## src/rtl/sfr_bus_arbiter_pkg.sv

```systemverilog
// sfr_bus_arbiter_pkg: FSM state encoding and pointer-width helper for the SFR bus arbiter.
package sfr_bus_arbiter_pkg;
  typedef enum logic [1:0] {IDLE, ACCESS, COMPLETE} state_t;
  function automatic int clog2(input int n);
    int w;
    w = 1;
    while ((1 << w) < n) w++;
    return w;
  endfunction
endpackage

```

## src/rtl/sfr_rr_picker.sv

```systemverilog
// sfr_rr_picker: combinational round-robin pick of the first set request at or above ptr, wrapping.
module sfr_rr_picker import sfr_bus_arbiter_pkg::*; #(
  parameter int N = 4,
  parameter int PW = clog2(N)
) (
  input  logic [N-1:0]  req,
  input  logic [PW-1:0] ptr,
  output logic [N-1:0]  grant,
  output logic [PW-1:0] idx
);
  logic [PW-1:0] j;
  // Scan downward so the candidate closest to ptr is the last one written.
  always_comb begin
    grant = '0;
    idx = '0;
    j = '0;
    for (int i = N - 1; i >= 0; i--) begin
      j = PW'((int'(ptr) + i) % N);
      if (req[j]) begin
        grant = '0;
        grant[j] = 1'b1;
        idx = j;
      end
    end
  end
endmodule

```

## src/rtl/sfr_bus_arbiter.sv

```systemverilog
// sfr_bus_arbiter: round-robin sharing of one SFR bus among NUM_REQ requesters, three cycles per access.
// Define SFR_BUS_ARBITER_ILLEGAL_CHK_EN to add err_illegal and suppress strobes for we==re commands.
module sfr_bus_arbiter import sfr_bus_arbiter_pkg::*; #(
  parameter int NUM_REQ = 4,
  parameter int ADDR_WIDTH = 8,
  parameter int DATA_WIDTH = 8
) (
  input  logic                          clk,
  input  logic                          reset,
  input  logic [NUM_REQ-1:0]            req_valid,
  output logic [NUM_REQ-1:0]            req_ready,
  input  logic [NUM_REQ-1:0]            req_we,
  input  logic [NUM_REQ-1:0]            req_re,
  input  logic [NUM_REQ*ADDR_WIDTH-1:0] req_addr,
  input  logic [NUM_REQ*DATA_WIDTH-1:0] req_wdata,
  output logic [NUM_REQ-1:0]            rsp_valid,
  output logic [DATA_WIDTH-1:0]         rsp_rdata,
  output logic [ADDR_WIDTH-1:0]         sfr_address,
  output logic [DATA_WIDTH-1:0]         sfr_write_data,
  output logic                          sfr_we,
  output logic                          sfr_re,
  input  logic [DATA_WIDTH-1:0]         sfr_read_data
`ifdef SFR_BUS_ARBITER_ILLEGAL_CHK_EN
  ,
  output logic                          err_illegal
`endif
);
  localparam int PW = clog2(NUM_REQ);
  state_t state, state_next;
  logic [PW-1:0] ptr, g, pick;
  logic [NUM_REQ-1:0] grant, gnt;
  logic hs, cmd_we, cmd_re, wr_ok;

  sfr_rr_picker #(.N(NUM_REQ), .PW(PW)) picker (.req(req_valid), .ptr(ptr), .grant(grant), .idx(pick));

  assign cmd_we = req_we[pick];
  assign cmd_re = req_re[pick];
`ifdef SFR_BUS_ARBITER_ILLEGAL_CHK_EN
  assign wr_ok = cmd_we && !cmd_re;
`else
  assign wr_ok = cmd_we;
`endif

  always_comb begin
    state_next = state;
    req_ready = '0;
    rsp_valid = '0;
    hs = 1'b0;
    if (!reset) begin
      hs = state == IDLE && |req_valid;
      req_ready = hs ? grant : '0;
      rsp_valid = state == COMPLETE ? gnt : '0;
      state_next = state == COMPLETE ? IDLE : state == ACCESS ? COMPLETE : hs ? ACCESS : IDLE;
    end
  end

  always_ff @(posedge clk) state <= reset ? IDLE : state_next;

  // Strobes are set only on the handshake edge, so they fall by themselves after ACCESS.
  always_ff @(posedge clk)
    if (reset) begin
      ptr <= '0;
      g <= '0;
      gnt <= '0;
      sfr_address <= '0;
      sfr_write_data <= '0;
      sfr_we <= 1'b0;
      sfr_re <= 1'b0;
      rsp_rdata <= '0;
`ifdef SFR_BUS_ARBITER_ILLEGAL_CHK_EN
      err_illegal <= 1'b0;
`endif
    end else begin
      sfr_we <= hs && wr_ok;
      sfr_re <= hs && cmd_re && !cmd_we;
`ifdef SFR_BUS_ARBITER_ILLEGAL_CHK_EN
      err_illegal <= hs && cmd_we == cmd_re;
`endif
      if (hs) begin
        g <= pick;
        gnt <= grant;
        sfr_address <= req_addr[pick*ADDR_WIDTH +: ADDR_WIDTH];
        sfr_write_data <= req_wdata[pick*DATA_WIDTH +: DATA_WIDTH];
      end
      if (state == ACCESS && sfr_re) rsp_rdata <= sfr_read_data;
      if (state == COMPLETE) ptr <= int'(g) == NUM_REQ - 1 ? '0 : g + 1'b1;
    end
endmodule

```

## config.mk

```make
export PLATFORM = sky130hd
export DESIGN_NAME = sfr_bus_arbiter
export DESIGN_NICKNAME = d
export VERILOG_FILES = /design/src/rtl/sfr_bus_arbiter_pkg.sv /design/src/rtl/sfr_rr_picker.sv /design/src/rtl/sfr_bus_arbiter.sv
export SDC_FILE = /design/constraint.sdc
export NUM_CORES = 1
export LEC_CHECK = 0
export CORE_MARGIN = 1
export CORE_UTILIZATION = 28
export CTS_CLUSTER_SIZE = 14
export DETAILED_ROUTE_END_ITERATION = 10
export GPL_ROUTABILITY_DRIVEN = 0
export PLACE_DENSITY_LB_ADDON = 0.15
export SETUP_SLACK_MARGIN = 0.2
export SYNTH_ARGS = -nofsm -noshare
export SYNTH_HDL_FRONTEND = slang
export SYNTH_SLANG_ARGS = --single-unit
```

## constraint.sdc

```tcl
create_clock -name clk -period 5.7 [get_ports clk]
set_input_delay 0.855 -clock clk [delete_from_list [all_inputs] [get_ports clk]]
set_output_delay 0.855 -clock clk [all_outputs]
set_load 0.02 [all_outputs]
```

Word-level counts from Yosys, hierarchy flattened
Cells that the tools add are included.
{"block": "classes", "n_eq_ne": 3, "n_addsub": 4, "n_lt_le_gt_ge": 9, "n_mux": 36, "reduce_logical": 14, "shifts": 2}
{"op": "$shiftx A32 B6 Y8", "count": 2}
{"op": "$mux W4", "count": 8}
{"op": "$lt A2 B3 Y1 const B", "count": 5}
{"op": "$bmux W1 S2", "count": 6}
{"op": "$mux W1", "count": 12}
{"op": "$mux W2", "count": 6}
{"op": "$logic_and A1 B1 Y1", "count": 9}
{"op": "$demux W1 S2", "count": 4}
{"op": "$ge A2 B1 Y1 const B", "count": 4}
{"op": "$add A2 B1 Y2 const B", "count": 2}
{"op": "$add A2 B2 Y2 const B", "count": 2}
{"op": "$eq A2 B1 Y1 const B", "count": 2}
{"op": "$reduce_or A4 Y1", "count": 1}
{"op": "$reduce_or A3 Y1", "count": 1}
{"op": "$eq A2 B2 Y1 const B", "count": 1}
{"op": "$logic_not A2 Y1", "count": 1}
{"op": "$reduce_or A2 Y1", "count": 1}
{"op": "$logic_not A1 Y1", "count": 1}
{"block": "totals", "out_inout_bits": 34, "regBits": 36, "input_bits": 86, "wordCells": 78}

Depth between registers and ports, before layout
Gate-level depths: netlist of run 1.
{"block": "depth", "word_depth": 11, "ltp_mapped": 10, "ltp_nobuf": 8}

Cells and area by module
Synthesis of run 1 repeated with hierarchy kept, for this count alone.
{"block": "unflattened", "cells_unflattened": 211, "hier_area_um2": 2342.2}
{"mod": "sfr_bus_arbiter", "cells_per_inst": 151, "seq_area_each_um2": 720.7, "instances": 1, "area_each_um2": 1846.8}
{"mod": "sfr_rr_picker", "cells_per_inst": 60, "seq_area_each_um2": 0.0, "instances": 1, "area_each_um2": 495.5}

Worst setup path after synthesis of run 1
OpenSTA, ideal clock, no wires.
{"block": "synth_timing", "path_kind": "register to output", "start": "register ptr[0]", "end": "output port req_ready[0]", "setup_slack_ns": 2.313, "t_arrival_ns": 2.532, "stages_incl_launch_ff": 10, "n_path_buf": 1, "t_required_ns": 4.845, "path_cell_list": "dfxtp_1 > buf_2 > inv_1 > ha_1 > mux4_2 > nor2b_1 > nand2_1 > o21ai_1 > mux2i_1 > nor2_1"}
{"block": "synth_via", "elab_chain_len": 11}
{"element": "from (decl)", "line_no": "sfr_bus_arbiter.sv:30", "text": "logic [PW-1:0] ptr, g, pick;"}
{"element": "from (signal assigned)", "line_no": "sfr_bus_arbiter.sv:86", "text": "if (state == COMPLETE) ptr <= int'(g) == NUM_REQ - 1 ? '0 : g + 1'b1;"}
{"element": "$add A2 B2 Y2", "line_no": "sfr_rr_picker.sv:18", "text": "j = PW'((int'(ptr) + i) % N);"}
{"element": "$lt A2 B3 Y1 (not written as such) or $ge A2 B1 Y1 (tied branches)", "line_no": "sfr_rr_picker.sv:21", "text": "grant[j] = 1'b1;"}
{"element": "$logic_and A1 B1 Y1 (not written as such)", "line_no": "sfr_rr_picker.sv:21"}
{"element": "$mux W1 (not written as such)", "line_no": "sfr_rr_picker.sv:21"}
{"element": "$demux W1 S2"}
{"element": "$mux W4 (3 in series)", "line_no": "sfr_rr_picker.sv:19", "text": "if (req[j]) begin"}
{"element": "$mux W4 *", "line_no": "sfr_rr_picker.sv:19"}
{"element": "$mux W4 *", "line_no": "sfr_bus_arbiter.sv:51", "text": "req_ready = hs ? grant : '0;"}
{"element": "$mux W4 *", "line_no": "sfr_bus_arbiter.sv:49", "text": "if (!reset) begin"}
{"element": "to (decl)", "line_no": "sfr_bus_arbiter.sv:11", "text": "output logic [NUM_REQ-1:0] req_ready,"}
Mark *: on every way between the ends. The rest lies on a longest branch, timed or not. The select of a mux whose other input is x is not followed.

Worst setup path in the final report of run 1
{"block": "layout_timing", "start": "register ptr[0]", "end": "output port req_ready[1]"}
Same word-level chain as after synthesis.

==> results.py, run 1 <==
metrics = {
    "worst_setup_path": {
        "cp_max_fo": 17,
        "end_kind": "output pin",
        "path_cells": "inv_1, ha_1, mux4_2, nor2b_1, nand2_1, o21ai_1, mux2i_1, nor2_1, clkdlybuf4s50_1",
        "cp_top_family": "buffers and inverters",
        "rr_startpoint": "ptr[0]$_SDFFE_PP0P_",
        "path_class": "flip-flop to output pin",
        "worst-path-buf-inv": 2,
        "required_ns": 4.85,
        "cpPeakStageDelay_ns": 0.73,
        "start_kind": "flip-flop",
        "startpoint": "ptr[0]$_SDFFE_PP0P_",
        "slowest_stage": "dfxtp_1",
        "crit_arrival_ns": 3.59,
    },
    "cts": {
        "cts_buffers": 5,
        "tritoncts": "done",
        "cts_sinks": 36,
        "clkTransAtPathRegs_ns": 0.07,
        "cts.repair.resized": 0,
        "postCtsHoldBufs": 0,
        "htree_levels": 2,
        "clk_latency_ns": 0.28,
        "postCtsSetupRepairBufs": 0,
        "cts-root-buf": "clkbuf_8",
        "clock_path_buffers": 2,
    },
    "sta": {
        "setup-tns-final_ns": 0,
        "worst_slew_pin_slew_ns": 0.991,
        "relSlewSlack_pct": 33.4,
        "fin_crit_sh_pct": 78.0,
        "hold_viol": 0,
        "finClkSkew_ns": 0.00334,
        "final.min_clock_period_ns": 4.44,
        "setup_slack_ns": 1.26,
        "rsz0062_at_grt": "false",
        "fmax_ghz": 0.225,
        "setup_violations": 0,
        "drv_slew": 0,
    },
    "grt": {
        "use_met3_pct": 3.78,
        "grtUsageTotal_pct": 14.7,
        "grt_pass1_wl_um": 9820,
        "busiest_layer": "met2",
        "grtUsageMet1_pct": 19.1,
        "antenna_found_initial": 0,
        "grt_max_degree": 26,
        "grt_pass1_vias": 1985,
        "grt_util_met2_pct": 23.5,
        "grt-ovfl-total": 0,
    },
    "run": {
        "maxCapViolCount": 0,
    },
    "pwr": {
        "ir_worst_vdd_mv": 0.0825,
        "p_int_mw": 0.551,
        "power_frac_seq_pct": 37.5,
        "p_sw_share_pct": 30.8,
        "pwr-share-comb_pct": 38.1,
        "p_sw_mw": 0.245,
        "p_per_area_nw_per_um2": 219,
        "power_frac_clock_pct": 24.4,
        "p_total_mw": 0.795,
        "leakagePower_nw": 1.44,
    },
    "floorplanning": {
        "die-area_sq_um": 8520,
        "start_util_pct": 29.2,
        "coreArea_sq_um": 7810,
        "io_pins": 120,
        "die_w_um": 92.3,
        "row_count": 32,
        "die-height_um": 92.3,
    },
    "yosys": {
        "ys_ff_latch": 36,
        "ys_dominant_reg_cell": "dfxtp_1",
        "syn_nets": 342,
        "netlist.area_leader.share_pct": 31.6,
        "yosysSeqAreaShare_pct": 31.6,
        "yosysWarnings": 0,
        "async_flop_share_pct": 0,
        "synth_edf_count": 0,
        "synthCells": 247,
        "synth_commonest_cells": "40 x mux2i_1, 36 x dfxtp_1, 21 x nor2_1",
        "yosysUniqueCellTypes": 36,
        "synthesis.area_sq_um": 2280,
        "yosysMostFrequentCell": "mux2i_1",
        "syn_area_per_cell_sq_um": 9.24,
        "yosysTopAreaCell": "dfxtp_1",
        "synth_area_leaders": "dfxtp_1 32%, mux2i_1 18%, ha_1 4.9%",
    },
    "routing": {
        "wire_per_inst_um": 13.8,
        "vias_per_cell": 4.72,
        "drtIter0Drc": 34,
        "dr.pass1.iters": 4,
        "ant_nets": 0,
        "via_count": 2175,
        "drc": 0,
        "wl_um": 6370,
    },
    "layout": {
        "nFillCells": 766,
        "antenna_cells": 0,
        "design_area_sq_um": 3640,
        "drive_gt1_share_pct": 7.24,
        "fin_nets": 454,
        "syn2layout_area_growth_pct": 59.3,
    },
    "placed_design": {
        "placement.io_buffers": 119,
        "dp_worst_setup_slack_ns": 1.48,
        "placed_area_sq_um": 3540,
        "dp.final_hpwl_um": 4950,
    },
    "worst_hold_path": {
        "hp-start": "g[1]$_SDFFE_PP0P_",
        "hp-class": "flip-flop to flip-flop",
    },
    "status": {
        "status": "complete, no violations",
    },
}
==> area by class of cell <==
type	count	area, sq um	area share, %
well taps	102	128	3.51
clock buffers	7	96.3	2.65
multi-input cells	191	1470	40.5
repair buffers	121	1210	33.2
inverters	4	15.0	0.413
flip-flops and latches	36	721	19.8
==> worst register-to-register path, stage by stage (launching register included) <==
cell and delay [ns]:
dfxtp_1 0.73, inv_1 0.23, ha_1 0.38, mux4_2 0.58, nor2b_1 0.39, o21ai_2 0.34, nand2_8 0.35, mux2i_1 0.34
o211ai_2 0.09
==> layout by cell type (no fill, tap or decap), types with 3 or more instances in the layout <==
cell / netlist / final
o21ai_1: 16 / 16
mux4_2: 4 / 4
ha_1: 9 / 9
nor2_1: 21 / 21
mux2i_1: 40 / 40
o211ai_2: 7 / 7
and3_1: 11 / 11
nand3b_1: 7 / 7
dfxtp_1: 36 / 36
nand2b_1: 9 / 9
o211ai_1: 4 / 4
clkbuf_8: 0 / 7
o221ai_1: 5 / 5
nor3_1: 3 / 3
a22oi_1: 5 / 5
a21boi_0: 11 / 11
nand2_1: 20 / 20
inv_1: 3 / 3
clkdlybuf4s50_1: 0 / 119
==> flip-flops by register name, summed over array words and instances (netlist names) <==
signal	cells
gnt	4
sfr_write_data	8
sfr_re	1
sfr_address	8
ptr	2
rsp_rdata	8
sfr_we	1
state	2
g	2
==> metrics by stage <==
stage	utilization (%)	hold slack, ns	std cells
finish	46.6	0.454	461
global route	46.6	0.505	461
CTS	46.6	0.461	461
detailed placement	45.4	0.449	454
global placement	45.4	0.441	454
floorplan	-	0.426	247
==> layer usage <==
metal | up-vias | routed length (um) | part of all wire [%]
met2 | 73 | 2900 | 45
met3 | 9 | 397 | 6.2
met4 | 0 | 105 | 1.6
li1 | 1124 | - | -
met1 | 969 | 2970 | 47
met5 | - | 0 | 0
==> worst paths after layout <==
| path | slack (ns) | to | cells after the start |
|---|---|---|---|
| setup / recovery | 1.26 | req_ready[1] | 9 |
| hold reg to reg | 0.45 | g[1]$_SDFFE_PP0P_ | 2 |
| hold / removal | 0.45 | g[1]$_SDFFE_PP0P_ | 2 |
| setup reg to reg | 2.13 | sfr_address[4]$_SDFFE_PP0P_ | 8 |
==> kinds of logic after synthesis <==
family | synth area share (%)
simple gates | 19.0
compound gates | 18.4
mux | 22.0
flops | 31.6
buf+inv | 4.22
fa+ha+maj | 4.93
==> power by group through the flow <==
stage / registers [mW] / logic, mW / clock network (mW)
final: 0.298 / 0.303 / 0.194
after global routing: 0.303 / 0.327 / 0.213
after CTS: 0.299 / 0.306 / 0.205
after detailed placement: 0.304 / 0.306 / 0
after global placement: 0.303 / 0.305 / 0
after floorplan: 0.331 / 0.143 / 0
(Power assumes the default switching activity.)
==> run 2, diff against run 1 <==
Clock period 5.7 ns to 4.2 ns, I/O delays scaled along.
==> results.py, run 2 (synthesized netlist as in run 1, its figures left out) <==
metrics = {
    "status": {
        "status": "complete, no violations",
    },
    "placed_design": {
        "dp.final_hpwl_um": 5100,
        "dp_worst_setup_slack_ns": 0.418,
        "placement.io_buffers": 119,
    },
    "pwr": {
        "p_per_area_nw_per_um2": 303,
        "ir_worst_vdd_mv": 0.116,
        "leakagePower_nw": 1.46,
    },
    "sta": {
        "relSlewSlack_pct": 23.4,
        "worst_slew_pin_slew_ns": 1.14,
        "rsz0062_at_grt": "false",
        "hold_viol": 0,
        "fin_crit_sh_pct": 90.3,
        "setup_violations": 0,
        "setup-tns-final_ns": 0,
        "setup_slack_ns": 0.406,
        "finClkSkew_ns": 0.00471,
        "holdWs_ns": 0.465,
        "fmax_ghz": 0.264,
        "drv_slew": 0,
        "final.min_clock_period_ns": 3.79,
    },
    "cts": {
        "cts_buffers": 5,
        "cts_sinks": 36,
        "htree_levels": 2,
        "clk_latency_ns": 0.28,
        "clock_path_buffers": 2,
        "tritoncts": "done",
        "cts.repair.resized": 0,
        "cts-root-buf": "clkbuf_8",
        "postCtsHoldBufs": 0,
        "postCtsSetupRepairBufs": 0,
        "clkTransAtPathRegs_ns": 0.07,
    },
    "layout": {
        "antenna_cells": 0,
        "fin_nets": 458,
        "multi_input_area_sq_um": 1470,
        "final_common_cell": "clkdlybuf4s50_1",
        "regArea_sq_um": 721,
        "final_cell_mix": "119 x clkdlybuf4s50_1, 40 x mux2i_1, 36 x dfxtp_1",
        "syn2layout_area_growth_pct": 61.1,
        "drive_gt1_share_pct": 8.24,
        "nFillCells": 761,
        "largestRegisters": "rsp_rdata: 8 flops, sfr_address: 8 flops, sfr_write_data: 8 flops",
    },
    "worst_setup_path": {
        "start_kind": "input port",
        "crit_arrival_ns": 3.16,
        "end_kind": "output pin",
        "cp_max_fo": 8,
        "path_class": "input port to output pin",
        "required_ns": 3.57,
    },
    "routing": {
        "wire_per_inst_um": 13.9,
        "dr.pass1.iters": 4,
        "ant_nets": 0,
        "drc": 0,
        "wl_um": 6500,
        "drtIter0Drc": 27,
        "vias_per_cell": 4.79,
        "via_count": 2230,
    },
    "grt": {
        "grt_max_degree": 26,
        "grt_pass1_wl_um": 10200,
        "grt-ovfl-total": 0,
        "antenna_found_initial": 0,
        "grtUsageTotal_pct": 15.0,
        "grt_pass1_vias": 2081,
    },
    "floorplanning": {
        "die-height_um": 92.3,
        "start_util_pct": 29.2,
        "die-area_sq_um": 8520,
        "io_pins": 120,
        "coreArea_sq_um": 7810,
        "row_count": 32,
        "die_w_um": 92.3,
    },
    "worst_hold_path": {
        "hp-class": "flip-flop to flip-flop",
    },
    "run": {
        "maxCapViolCount": 0,
    },
}
[run 2: cell types whose count changed in the layout (fill, tap and decap cells not counted), sizes merged]
cell | before | now
buf | 2 | 6
bufinv | 0 | 1
clkbuf | 7 | 6
clkinv | 0 | 1
[run 2: final timing paths]
path,end,startpoint,slack (ns),cells past startpoint
min,g[1]$_SDFFE_PP0P_,g[1]$_SDFFE_PP0P_,0.47,2
max,req_ready[0],req_valid[0],0.41,8
max reg2reg,sfr_address[4]$_SDFFE_PP0P_,ptr[0]$_SDFFE_PP0P_,1.20,8
min reg2reg,g[1]$_SDFFE_PP0P_,g[1]$_SDFFE_PP0P_,0.47,2
[run 2: layer usage]
layer	GRT usage [%]	share of wire (%)	vias to the layer above
met3	3.53	6.1	4
met1	20.0	47	1008
met5	0	0	-
met2	23.9	46	81
li1	-	-	1137
met4	4.56	1.3	0
[run 2: power by group]
group	internal [mW]	switching (mW)	leakage [nW]
registers	0.382	0.0191	0.296
clock network	0.176	0.118	0.0552
logic	0.223	0.197	1.11
total	0.781	0.335	1.46
[run 2: metrics by stage]
| step | area (sq um) | power (mW) | utilization, % | std cells |
|---|---|---|---|---|
| floorplan | 2280 | 0.643 | - | 247 |
| global route | 3680 | 1.18 | 47.1 | 466 |
| CTS | 3680 | 1.14 | 47.1 | 466 |
| detailed placement | 3570 | 0.834 | 45.7 | 458 |
| finish | 3680 | 1.12 | 47.1 | 466 |
| global placement | 3570 | 0.830 | 45.7 | 458 |
[run 2: layout make-up]
class,count,share of cell area (%)
inverter,4,0.408
sequential,36,19.6
clock inverter,2,0.952
clock buffer,6,1.97
multi-input combinational,191,40.0
tap,102,3.47
timing repair buffer,125,33.6
[run 2: critical path, cell delays in order]
cell	delay, ns
clkdlybuf4s50_1	0.53
mux4_2	0.59
nor2b_1	0.40
nand2_1	0.12
o21ai_1	0.09
mux2i_1	0.10
nor2_1	0.10
clkdlybuf4s50_1	0.61
==> run 3, diff against run 2 <==
Settings changed: CAP_MARGIN set to 20, GPL_ROUTABILITY_DRIVEN 0 to not set.
==> results.py, run 3 (synthesized netlist as in run 1, its figures left out) <==
metrics = {
    "cts": {
        "clock_path_buffers": 2,
        "clkTransAtPathRegs_ns": 0.07,
        "clk_latency_ns": 0.28,
        "postCtsSetupRepairBufs": 0,
        "cts_sinks": 36,
        "cts_buffers": 5,
        "htree_levels": 2,
        "postCtsHoldBufs": 0,
        "cts.repair.resized": 0,
        "cts-root-buf": "clkbuf_8",
        "tritoncts": "done",
    },
    "floorplanning": {
        "die-area_sq_um": 8520,
        "die_w_um": 92.3,
        "start_util_pct": 29.2,
        "io_pins": 120,
        "die-height_um": 92.3,
        "coreArea_sq_um": 7810,
        "row_count": 32,
    },
    "worst_hold_path": {
        "min_to": "g[1]$_SDFFE_PP0P_",
        "whs_path_depth": 2,
        "hp-class": "flip-flop to flip-flop",
        "hp-start": "g[1]$_SDFFE_PP0P_",
    },
    "pwr": {
        "p_per_area_nw_per_um2": 303,
        "leakagePower_nw": 1.47,
        "ir_worst_vdd_mv": 0.116,
        "p_total_mw": 1.12,
    },
    "worst_setup_path": {
        "crit_arrival_ns": 3.17,
        "end_kind": "output pin",
        "rr_startpoint": "ptr[0]$_SDFFE_PP0P_",
        "start_kind": "input port",
        "startpoint": "req_valid[0]",
        "required_ns": 3.57,
        "ff2ff_path_depth": 8,
        "cp_max_fo": 8,
        "path_class": "input port to output pin",
        "reg2reg_slack_ns": 1.21,
        "r2r_end": "sfr_address[4]$_SDFFE_PP0P_",
    },
    "routing": {
        "vias_per_cell": 4.75,
        "dr.pass1.iters": 4,
        "via_count": 2216,
        "drtIter0Drc": 26,
        "ant_nets": 0,
        "wl_um": 6480,
        "wire_per_inst_um": 13.9,
        "drc": 0,
    },
    "layout": {
        "drive_gt1_share_pct": 8.49,
        "antenna_cells": 0,
        "final_cell_mix": "119 x clkdlybuf4s50_1, 40 x mux2i_1, 36 x dfxtp_1",
        "final_common_cell": "clkdlybuf4s50_1",
        "final_util_pct": 47.2,
        "syn2layout_area_growth_pct": 61.3,
        "stdcell_count": 467,
        "largestRegisters": "rsp_rdata: 8 flops, sfr_address: 8 flops, sfr_write_data: 8 flops",
        "fin_nets": 459,
    },
    "grt": {
        "grt_pass1_wl_um": 10200,
        "grt_pass1_vias": 2081,
        "grt_max_degree": 26,
        "grt-ovfl-total": 0,
        "grtUsageTotal_pct": 15.0,
        "antenna_found_initial": 0,
    },
    "sta": {
        "fin_crit_sh_pct": 90.4,
        "setup-tns-final_ns": 0,
        "finClkSkew_ns": 0.00474,
        "final.min_clock_period_ns": 3.80,
        "holdWs_ns": 0.465,
        "rsz0062_at_grt": "false",
        "drv_slew": 0,
        "relSlewSlack_pct": 44.0,
        "fmax_ghz": 0.263,
        "setup_violations": 0,
        "worst_slew_pin_slew_ns": 0.839,
        "hold_viol": 0,
    },
    "placed_design": {
        "dp.final_hpwl_um": 5100,
        "gp_congestion": 0.818,
        "dp_cells": 458,
        "placement.io_buffers": 119,
    },
    "status": {
        "status": "complete, no violations",
    },
    "run": {
        "maxCapViolCount": 0,
    },
}
==> run 3: cell count changes in the layout (fill, tap and decap cells not counted), sizes merged <==
cell / before / now
buf: 6 / 7
==> run 3: through the flow <==
step / instance area (sq um) / worst slack [ns]
floorplan: 2280 / 1.04
global placement: 3570 / 0.485
CTS: 3680 / 0.429
finish: 3680 / 0.405
global route: 3680 / 0.285
detailed placement: 3570 / 0.418
==> run 3: report_power, final <==
part           internal, mW  leakage [nW]  switching (mW)  total [mW]
sequential            0.382         0.296          0.0191       0.402
clock                 0.176        0.0552           0.118       0.294
combinational         0.223          1.12           0.197       0.420
==> run 3: cell type report <==
| type | count | area (sq um) |
|---|---|---|
| well taps | 102 | 128 |
| clock inverters | 2 | 35.0 |
| flip-flops and latches | 36 | 721 |
| clock buffers | 6 | 72.6 |
| multi-input cells | 191 | 1470 |
| fillers | 761 | 4120 |
| repair buffers | 126 | 1240 |
| inverters | 4 | 15.0 |
==> run 3: worst max path at each step <==
stage	to	slack, ns	cells past startpoint
after floorplan	req_ready[0]	1.04	9
after global placement	req_ready[1]	0.49	8
after detailed placement	req_ready[2]	0.42	8
after CTS	req_ready[2]	0.43	8
after global routing	req_ready[2]	0.28	8
final	req_ready[0]	0.40	8
==> run 3: metal layers <==
layer	vias to the layer above	part of all wire, %	track usage, %
met2	72	46	23.9
met1	1002	47	20.0
met3	4	5.6	3.53
li1	1138	-	-
met4	0	1.3	4.56
met5	-	0	0
==> run 3: critical path: stages <==
cell and delay [ns]:
clkdlybuf4s50_1 0.54, mux4_2 0.59, nor2b_1 0.39, nand2_1 0.12, o21ai_1 0.09, mux2i_1 0.10
nor2_1 0.10, clkdlybuf4s50_1 0.61
